$ cat config.mk
export PLATFORM = sky130hd
export DESIGN_NAME = rvm_mem_bridge
export DESIGN_NICKNAME = d
export VERILOG_FILES = /design/src/rtl/rvm_mem_bridge.sv
export SDC_FILE = /design/constraint.sdc
export NUM_CORES = 1
export LEC_CHECK = 0
export ABC_AREA = 0
export ABC_CLOCK_PERIOD_IN_PS = 3500
export CAP_MARGIN = 15
export CORE_UTILIZATION = 40
export DETAILED_ROUTE_END_ITERATION = 7
export PLACE_DENSITY = 0.89
export REMOVE_ABC_BUFFERS = 1
export SYNTH_ARGS = -nofsm -noshare
export SYNTH_HDL_FRONTEND = slang
export SYNTH_SLANG_ARGS = --single-unit
$ cat constraint.sdc
create_clock -name clk -period 3.5 [get_ports clk]
set_clock_uncertainty 0.1 [all_clocks]
set_input_delay 0.35 -clock clk [delete_from_list [all_inputs] [get_ports clk]]
set_output_delay 0.35 -clock clk [all_outputs]
set_load 0.01 [all_outputs]
$ cat src/rtl/rvm_mem_bridge.sv
// rvm_mem_bridge: bridges a stalling core memory port onto a synchronous SRAM
// with a configurable number of wait cycles. Requests outside the mapped
// window or not word-aligned complete as a one-cycle error.
module rvm_mem_bridge #(
    parameter int unsigned WAIT_CYCLES = 1,
    parameter logic [31:0] MEM_BASE    = 32'h0000_0000,
    parameter logic [31:0] MEM_SIZE    = 32'h0001_0000
) (
    input  logic        clk,
    input  logic        reset,
    input  logic [31:0] mem_addr,
    input  logic [31:0] mem_wdata,
    input  logic        mem_c_en,
    input  logic [3:0]  mem_b_en,
    output logic [31:0] mem_rdata,
    output logic        mem_error,
    output logic        mem_stall,
    output logic [29:0] ram_addr,
    output logic        ram_cs,
    output logic [3:0]  ram_we,
    output logic [31:0] ram_wdata,
    input  logic [31:0] ram_rdata
);

    typedef enum logic [1:0] {StIdle, StAccess, StDone, StErr} state_e;

    localparam logic [3:0]  WaitLoad = 4'(WAIT_CYCLES);
    // End bound at 33 bits so a window ending exactly at 2^32 stays legal.
    localparam logic [32:0] MemEnd   = {1'b0, MEM_BASE} + {1'b0, MEM_SIZE};

    state_e      r_state;
    logic [3:0]  r_cnt;
    logic [29:0] r_addr;
    logic [31:0] r_wdata;
    logic [3:0]  r_ben;
    logic [31:0] r_rdata;

    state_e      w_state_nxt;
    logic [3:0]  w_cnt_nxt;
    logic [29:0] w_addr_nxt;
    logic [31:0] w_wdata_nxt;
    logic [3:0]  w_ben_nxt;
    logic [31:0] w_rdata_nxt;

    logic        w_legal;
    logic        w_last;
    logic [29:0] w_word;

    assign w_legal = ({1'b0, mem_addr} >= {1'b0, MEM_BASE}) &&
                     ({1'b0, mem_addr} < MemEnd) &&
                     (mem_addr[1:0] == 2'b00);
    assign w_word  = 30'((mem_addr - MEM_BASE) >> 2);
    assign w_last  = (r_cnt == 4'd0);

    // State and latched-request registers; reset returns everything to idle.
    always_ff @(posedge clk or posedge reset) begin
        if (reset) begin
            r_state <= StIdle;
            r_cnt   <= 4'd0;
            r_addr  <= 30'd0;
            r_wdata <= 32'd0;
            r_ben   <= 4'd0;
            r_rdata <= 32'd0;
        end else begin
            r_state <= w_state_nxt;
            r_cnt   <= w_cnt_nxt;
            r_addr  <= w_addr_nxt;
            r_wdata <= w_wdata_nxt;
            r_ben   <= w_ben_nxt;
            r_rdata <= w_rdata_nxt;
        end
    end

    // Next-state: latch request in idle, count down wait cycles, capture read data.
    always_comb begin
        w_state_nxt = r_state;
        w_cnt_nxt   = r_cnt;
        w_addr_nxt  = r_addr;
        w_wdata_nxt = r_wdata;
        w_ben_nxt   = r_ben;
        w_rdata_nxt = r_rdata;
        unique case (r_state)
            StIdle: begin
                if (mem_c_en) begin
                    w_addr_nxt  = w_word;
                    w_wdata_nxt = mem_wdata;
                    w_ben_nxt   = mem_b_en;
                    if (w_legal) begin
                        w_state_nxt = StAccess;
                        w_cnt_nxt   = WaitLoad;
                    end else begin
                        // Cleared on entry so the error cycle already shows zero.
                        w_state_nxt = StErr;
                        w_rdata_nxt = 32'd0;
                    end
                end
            end
            StAccess: begin
                if (w_last) begin
                    if (r_ben == 4'b0000) begin
                        w_rdata_nxt = ram_rdata;
                    end
                    w_state_nxt = StDone;
                end else begin
                    w_cnt_nxt = r_cnt - 4'd1;
                end
            end
            StDone:  w_state_nxt = StIdle;
            StErr:   w_state_nxt = StIdle;
            default: w_state_nxt = StIdle;
        endcase
    end

    // Outputs decoded from state plus latched request.
    always_comb begin
        mem_stall = 1'b0;
        mem_error = 1'b0;
        ram_cs    = 1'b0;
        ram_we    = 4'b0000;
        unique case (r_state)
            StIdle:   mem_stall = mem_c_en;
            StAccess: begin
                mem_stall = 1'b1;
                ram_cs    = 1'b1;
                // Strobes only in the final wait cycle so each write commits once.
                ram_we    = w_last ? r_ben : 4'b0000;
            end
            StDone:   mem_error = 1'b0;
            StErr:    mem_error = 1'b1;
            default:  mem_stall = 1'b0;
        endcase
    end

    assign mem_rdata = r_rdata;
    assign ram_addr  = r_addr;
    assign ram_wdata = r_wdata;

endmodule

## Word level (Yosys, flattened, before mapping)

Cells that the tools add are included.

| storage, ports and cells | value |
|---|---|
| register bits after elaboration | 104 |
| input bits | 103 |
| output and inout bits | 101 |
| logic and storage cells | 46 |

| cells by class | value |
|---|---|
| add/subtract/negate cells | 1 |
| magnitude comparators | 1 |
| equal/unequal tests | 9 |
| mux-type cells | 18 |
| reduce and logical (&&, ||, !) cells | 11 |

Operator list:

| kind | number |
|---|---|
| $mux 32 | 4 |
| $pmux 32 s2 | 1 |
| $lt 32x17->1 const B | 1 |
| $mux 4 | 5 |
| $ne 2x2->1 const B | 6 |
| $logic_not 4->1 | 2 |
| $pmux 4 s2 | 1 |
| $mux 2 | 3 |
| $pmux 2 s3 | 1 |
| $reduce_and 5->1 | 1 |
| $eq 2x2->1 const B | 2 |
| $logic_not 2->1 | 2 |
| $reduce_and 2->1 | 2 |
| $reduce_and 4->1 | 1 |
| $sub 4x1->4 const B | 1 |
| $eq 2x1->1 const B | 1 |
| $mux 1 | 2 |
| $pmux 1 s2 | 1 |
| $reduce_bool 2->1 | 1 |
| $reduce_or 2->1 | 1 |
| $logic_and 1x1->1 | 1 |

## Longest topological paths before layout

| logic depth | value |
|---|---|
| depth after elaboration | 5 |
| mapped depth | 8 |
| gate-level depth less buffers | 7 |

## Worst setup path after synthesis

No wires, ideal clock.

| timing | value |
|---|---|
| path kind | input to register |
| start point | input mem_addr[30] |
| end point | register r_rdata[0] (netlist: mem_rdata[0]) |
| library setup time | 0.127 ns |
| arrival time | 1.936 ns |
| data required time | 3.273 ns |
| setup slack | 1.336 ns |
| cell stages on the path | 5 |
| buffers on the path | 1 |
| path through | or4_1 > or4_4 > o211ai_4 > buf_2 > o21ai_0 |

| on the way | value |
|---|---|
| word-level cells in the longest chain between the ends | 4 |

RTL lines:

| what | RTL line | RTL |
|---|---|---|
| start: declaration | 11 | `input logic [31:0] mem_addr,` |
| $lt 32x17->1 | 50 | `({1'b0, mem_addr} < MemEnd) &&` |
| $logic_and 1x1->1 | 50 |  |
| $ne 2x2->1 (no source line) | -- |  |
| $reduce_and 5->1 (no source line) | -- |  |
| end signal: assignment | 70 | `r_rdata <= w_rdata_nxt;` |
| end: declaration | 36 | `logic [31:0] r_rdata;` |

Every way passes these cells.
A chain may end at the register's enable or synchronous reset.

## Worst setup path after layout

| timing | value |
|---|---|
| start point | input mem_addr[30] |
| end point | register r_rdata[16] (netlist: mem_rdata[16]) |

Same word-level chain as after synthesis.

==> metrics.json <==
{
  "cts_made_buffers": 9,
  "timing.critical_path.slowest_cell_delay_ps": 590,
  "path_class": "input pin to register",
  "fp.coreArea_mm2": 0.00986,
  "nets": 636,
  "firstDrtPassIters": 5,
  "dpl-instance-area_mm2": 0.00630,
  "finalPower_mw": 5.68,
  "start_util_pct": 41.7,
  "cts.hold.buffers_added": 0,
  "numPlacedInstances": 654,
  "crit_slowest_cell": "sky130_fd_sc_hd__or4_1",
  "cellInternalPower_mw": 3.79,
  "pin_count": 204,
  "number_of_max_capacitance_violations_reported": 0,
  "timing.hold.ws_ps": 290,
  "hold_path.class": "input pin to async pin",
  "layout_worst_path_cycle_share_pct": 75.2,
  "fp.dieW_um": 103,
  "sw_power_mw": 1.88,
  "antenna-diode-count": 0,
  "finalWirelength_um": 10300,
  "setup_total_negative_slack_ps": 0,
  "final-instance-count-excl-fill": 670,
  "synth.yosys.seq_area_share_pct": 63.3,
  "drc": 0,
  "antenna_found_initial": 0,
  "cts_htree_levels": 3,
  "leakage_nw": 2.68,
  "cp_num_buf_inv": 2,
  "final_period_demand_of_the_worst_path_ps": 2630,
  "path_delay_family": "simple AND/OR/NAND/NOR gates",
  "postSynthAreaPerCell_um2": 12.5,
  "clkLatencyLatePin_ps": 350,
  "ctsResizeCount": 0,
  "wire_length_of_the_first_global_routing_pass_um": 15600,
  "largest_area_contributor_in_the_netlist": "sky130_fd_sc_hd__dfrtp_1",
  "fp.dieArea_mm2": 0.0107,
  "pwr-share-seq_pct": 37.3,
  "portion_of_synthesized_cell_area_occupied_by_the_leading_cell_type_pct": 63.3,
  "port_buffers": 203,
  "setup.worst_path.start_class": "input pin",
  "synth_seq_cells": 104,
  "pwr-share-clk_pct": 14.8,
  "endpoint_kind": "register",
  "finalSetupViolations": 0,
  "post_cts_buffers": 0,
  "pwr_density_cell_mw_per_mm2": 869,
  "crit_path_max_fanout": 64,
  "unrepaired_setup_endpoints_after_global_routing": "no",
  "drt_iter0_markers": 67,
  "ctsRootBufferMaster": "sky130_fd_sc_hd__clkbuf_8",
  "peakVddDrop_mv": 0.472,
  "clk_pin_slew_worst_paths_ps": 100,
  "outcome": "complete, no violations",
  "gp_routability_congestion": 0.770,
  "max_freq_ghz": 0.380,
  "cp_arrival_ps": 2750,
  "yosys_warnings": 0,
  "sw_frac_of_total_pct": 33.2,
  "die_h_um": 103,
  "place.detailed.hpwl_um": 7680,
  "avgRoutedWirePerCell_um": 15.4,
  "synth.lib_cells_used.distinct": 29,
  "p_comb_share_pct": 47.8,
  "hold_violations": 0,
  "fp-row-count": 36,
  "vias": 3252,
  "area_growth_syn_to_layout_pct": 58.8,
  "setup_slack_of_the_worst_register_to_register_path_ps": 1290,
  "vias_in_the_first_global_route": 3283,
  "final_ant_viol_nets": 0,
  "slew_violations": 0,
  "clock_tree_from_tritoncts": "built",
  "grt_start_max_net_pins": 65,
  "final_design_area_no_fill_mm2": 0.00653,
  "top_post_synthesis_cells_by_area": "sky130_fd_sc_hd__dfrtp_1, sky130_fd_sc_hd__mux2_2, sky130_fd_sc_hd__nand2_1",
  "clkSinkCount": 104,
  "globalRoute.totalOverflow": 0,
  "total_global_routing_track_utilization_pct": 19.2,
  "crit_chain": "clkdlybuf4s50_1 -> or4_1 -> or4_4 -> o211ai_4 -> buf_4 -> o21ai_0",
  "detail_route.vias_per_cell": 4.85,
  "final_layout_size_suffix_gt1_share_pct": 16.9,
  "netlist_area_mm2": 0.00411,
  "critical_path_required_ps": 3620,
  "tightestPinTransition_ps": 678,
  "max-clock-path-buffers": 2,
  "gate_count_of_the_mapped_netlist": 329,
  "slew-limit-headroom_pct": 54.8
}
worst register-to-register path, delay by kind of cell, from the launching register on:
kind | cells | cell delay, ps
fa+ha+maj | 1 | 210
compound gates | 1 | 380
flops | 1 | 410
simple gates | 4 | 950
buf+inv | 1 | 60
cells in the final DEF, fill, tap and decap left out, types with 3 or more instances in the layout:
master	Yosys	layout
sky130_fd_sc_hd__clkdlybuf4s50_1	0	203
sky130_fd_sc_hd__dfrtp_1	104	104
sky130_fd_sc_hd__nand2_1	68	68
sky130_fd_sc_hd__mux2_2	66	66
sky130_fd_sc_hd__o21ai_0	33	33
sky130_fd_sc_hd__clkbuf_8	0	10
sky130_fd_sc_hd__nor2_1	6	6
sky130_fd_sc_hd__and2_1	6	6
sky130_fd_sc_hd__buf_4	0	4
sky130_fd_sc_hd__or4_1	3	3
sky130_fd_sc_hd__nor4_1	3	3
sky130_fd_sc_hd__nand3_1	3	3
sky130_fd_sc_hd__clkinvlp_4	0	3
power groups by stage:
stage	Combinational (mW)	Clock [mW]	Sequential (mW)
6_report	2.71	0.843	2.12
3_5_place_dp	2.73	0	2.15
3_3_place_gp	2.65	0	2.10
2_1_floorplan	1.01	0	2.35
4_1_cts	2.74	0.862	2.13
5_1_grt	2.93	0.905	2.20
final timing paths:
kind | start | to | cells past startpoint
setup reg to reg | r_cnt[0] | r_cnt[3] | 7
setup / recovery | mem_addr[30] | mem_rdata[16] | 6
hold reg to reg | mem_rdata[28] | mem_rdata[28] | 2
max in group asynchronous | reset | ram_wdata[15] | 3
min in group clk | mem_rdata[28] | mem_rdata[28] | 2
hold / removal | reset | mem_rdata[14] | 2
metal layers:
metal  vias to the layer above  GRT usage [%]  routed length (µm)
met5                         -              0                   0
met4                         0           7.58                 137
met3                        10           5.78                 931
met2                       144           33.5                5170
met1                      1560           22.0                4090
li1                       1538              -                   -
metrics by stage:
step | utilization [%] | setup slack [ps]
after CTS | 66.2 | 903
after floorplan | - | -3210
after detailed placement | 63.9 | 485
after global placement | 63.9 | 616
final | 66.2 | 869
after global routing | 66.2 | 764
registers in the layout, indices dropped and copies added (netlist names):
name       flops
mem_rdata     32
r_cnt          4
r_state        2
r_ben          4
ram_wdata     32
ram_addr      30
cells in the mapped netlist:
master / instances
sky130_fd_sc_hd__nand2_1: 68
sky130_fd_sc_hd__nand3_1: 3
sky130_fd_sc_hd__o211ai_4: 1
sky130_fd_sc_hd__or3_1: 1
sky130_fd_sc_hd__buf_2: 6
sky130_fd_sc_hd__and2_1: 6
sky130_fd_sc_hd__nor2_1: 6
sky130_fd_sc_hd__nor4bb_1: 1
sky130_fd_sc_hd__nand4bb_1: 1
sky130_fd_sc_hd__o21ai_1: 2
sky130_fd_sc_hd__nand2b_1: 1
sky130_fd_sc_hd__o21bai_1: 1
sky130_fd_sc_hd__o21ai_0: 33
sky130_fd_sc_hd__clkbuf_1: 10
sky130_fd_sc_hd__dfrtp_1: 104
sky130_fd_sc_hd__clkinv_1: 1
sky130_fd_sc_hd__or4_4: 1
sky130_fd_sc_hd__inv_1: 3
sky130_fd_sc_hd__mux2_2: 66
sky130_fd_sc_hd__nor4_1: 3
sky130_fd_sc_hd__a31oi_1: 1
sky130_fd_sc_hd__nor3_1: 1
sky130_fd_sc_hd__o41ai_1: 1
sky130_fd_sc_hd__nand4b_1: 1
sky130_fd_sc_hd__ha_1: 1
sky130_fd_sc_hd__o31a_1: 1
sky130_fd_sc_hd__nor3b_1: 1
sky130_fd_sc_hd__o31ai_1: 1
sky130_fd_sc_hd__or4_1: 3
area by class of cell:
type,count,area [µm²]
Fill cell,749,3330
Sequential cell,104,2600
Timing Repair Buffer,208,2080
Multi-Input combinational cell,205,1430
Tap cell,133,166
Clock buffer,10,138
Clock inverter,6,91.3
Inverter,4,17.5
cells by family after synthesis:
logic type | count (synthesis) | synth area share (%)
buffers and inverters | 20 | 2.01
adders and majority gates | 1 | 0.304
muxes | 66 | 18.1
AOI/OAI and AO/OA | 41 | 5.72
DFF | 104 | 63.3
and+or+nand+nor | 97 | 10.6
(Power assumes the default switching activity.)
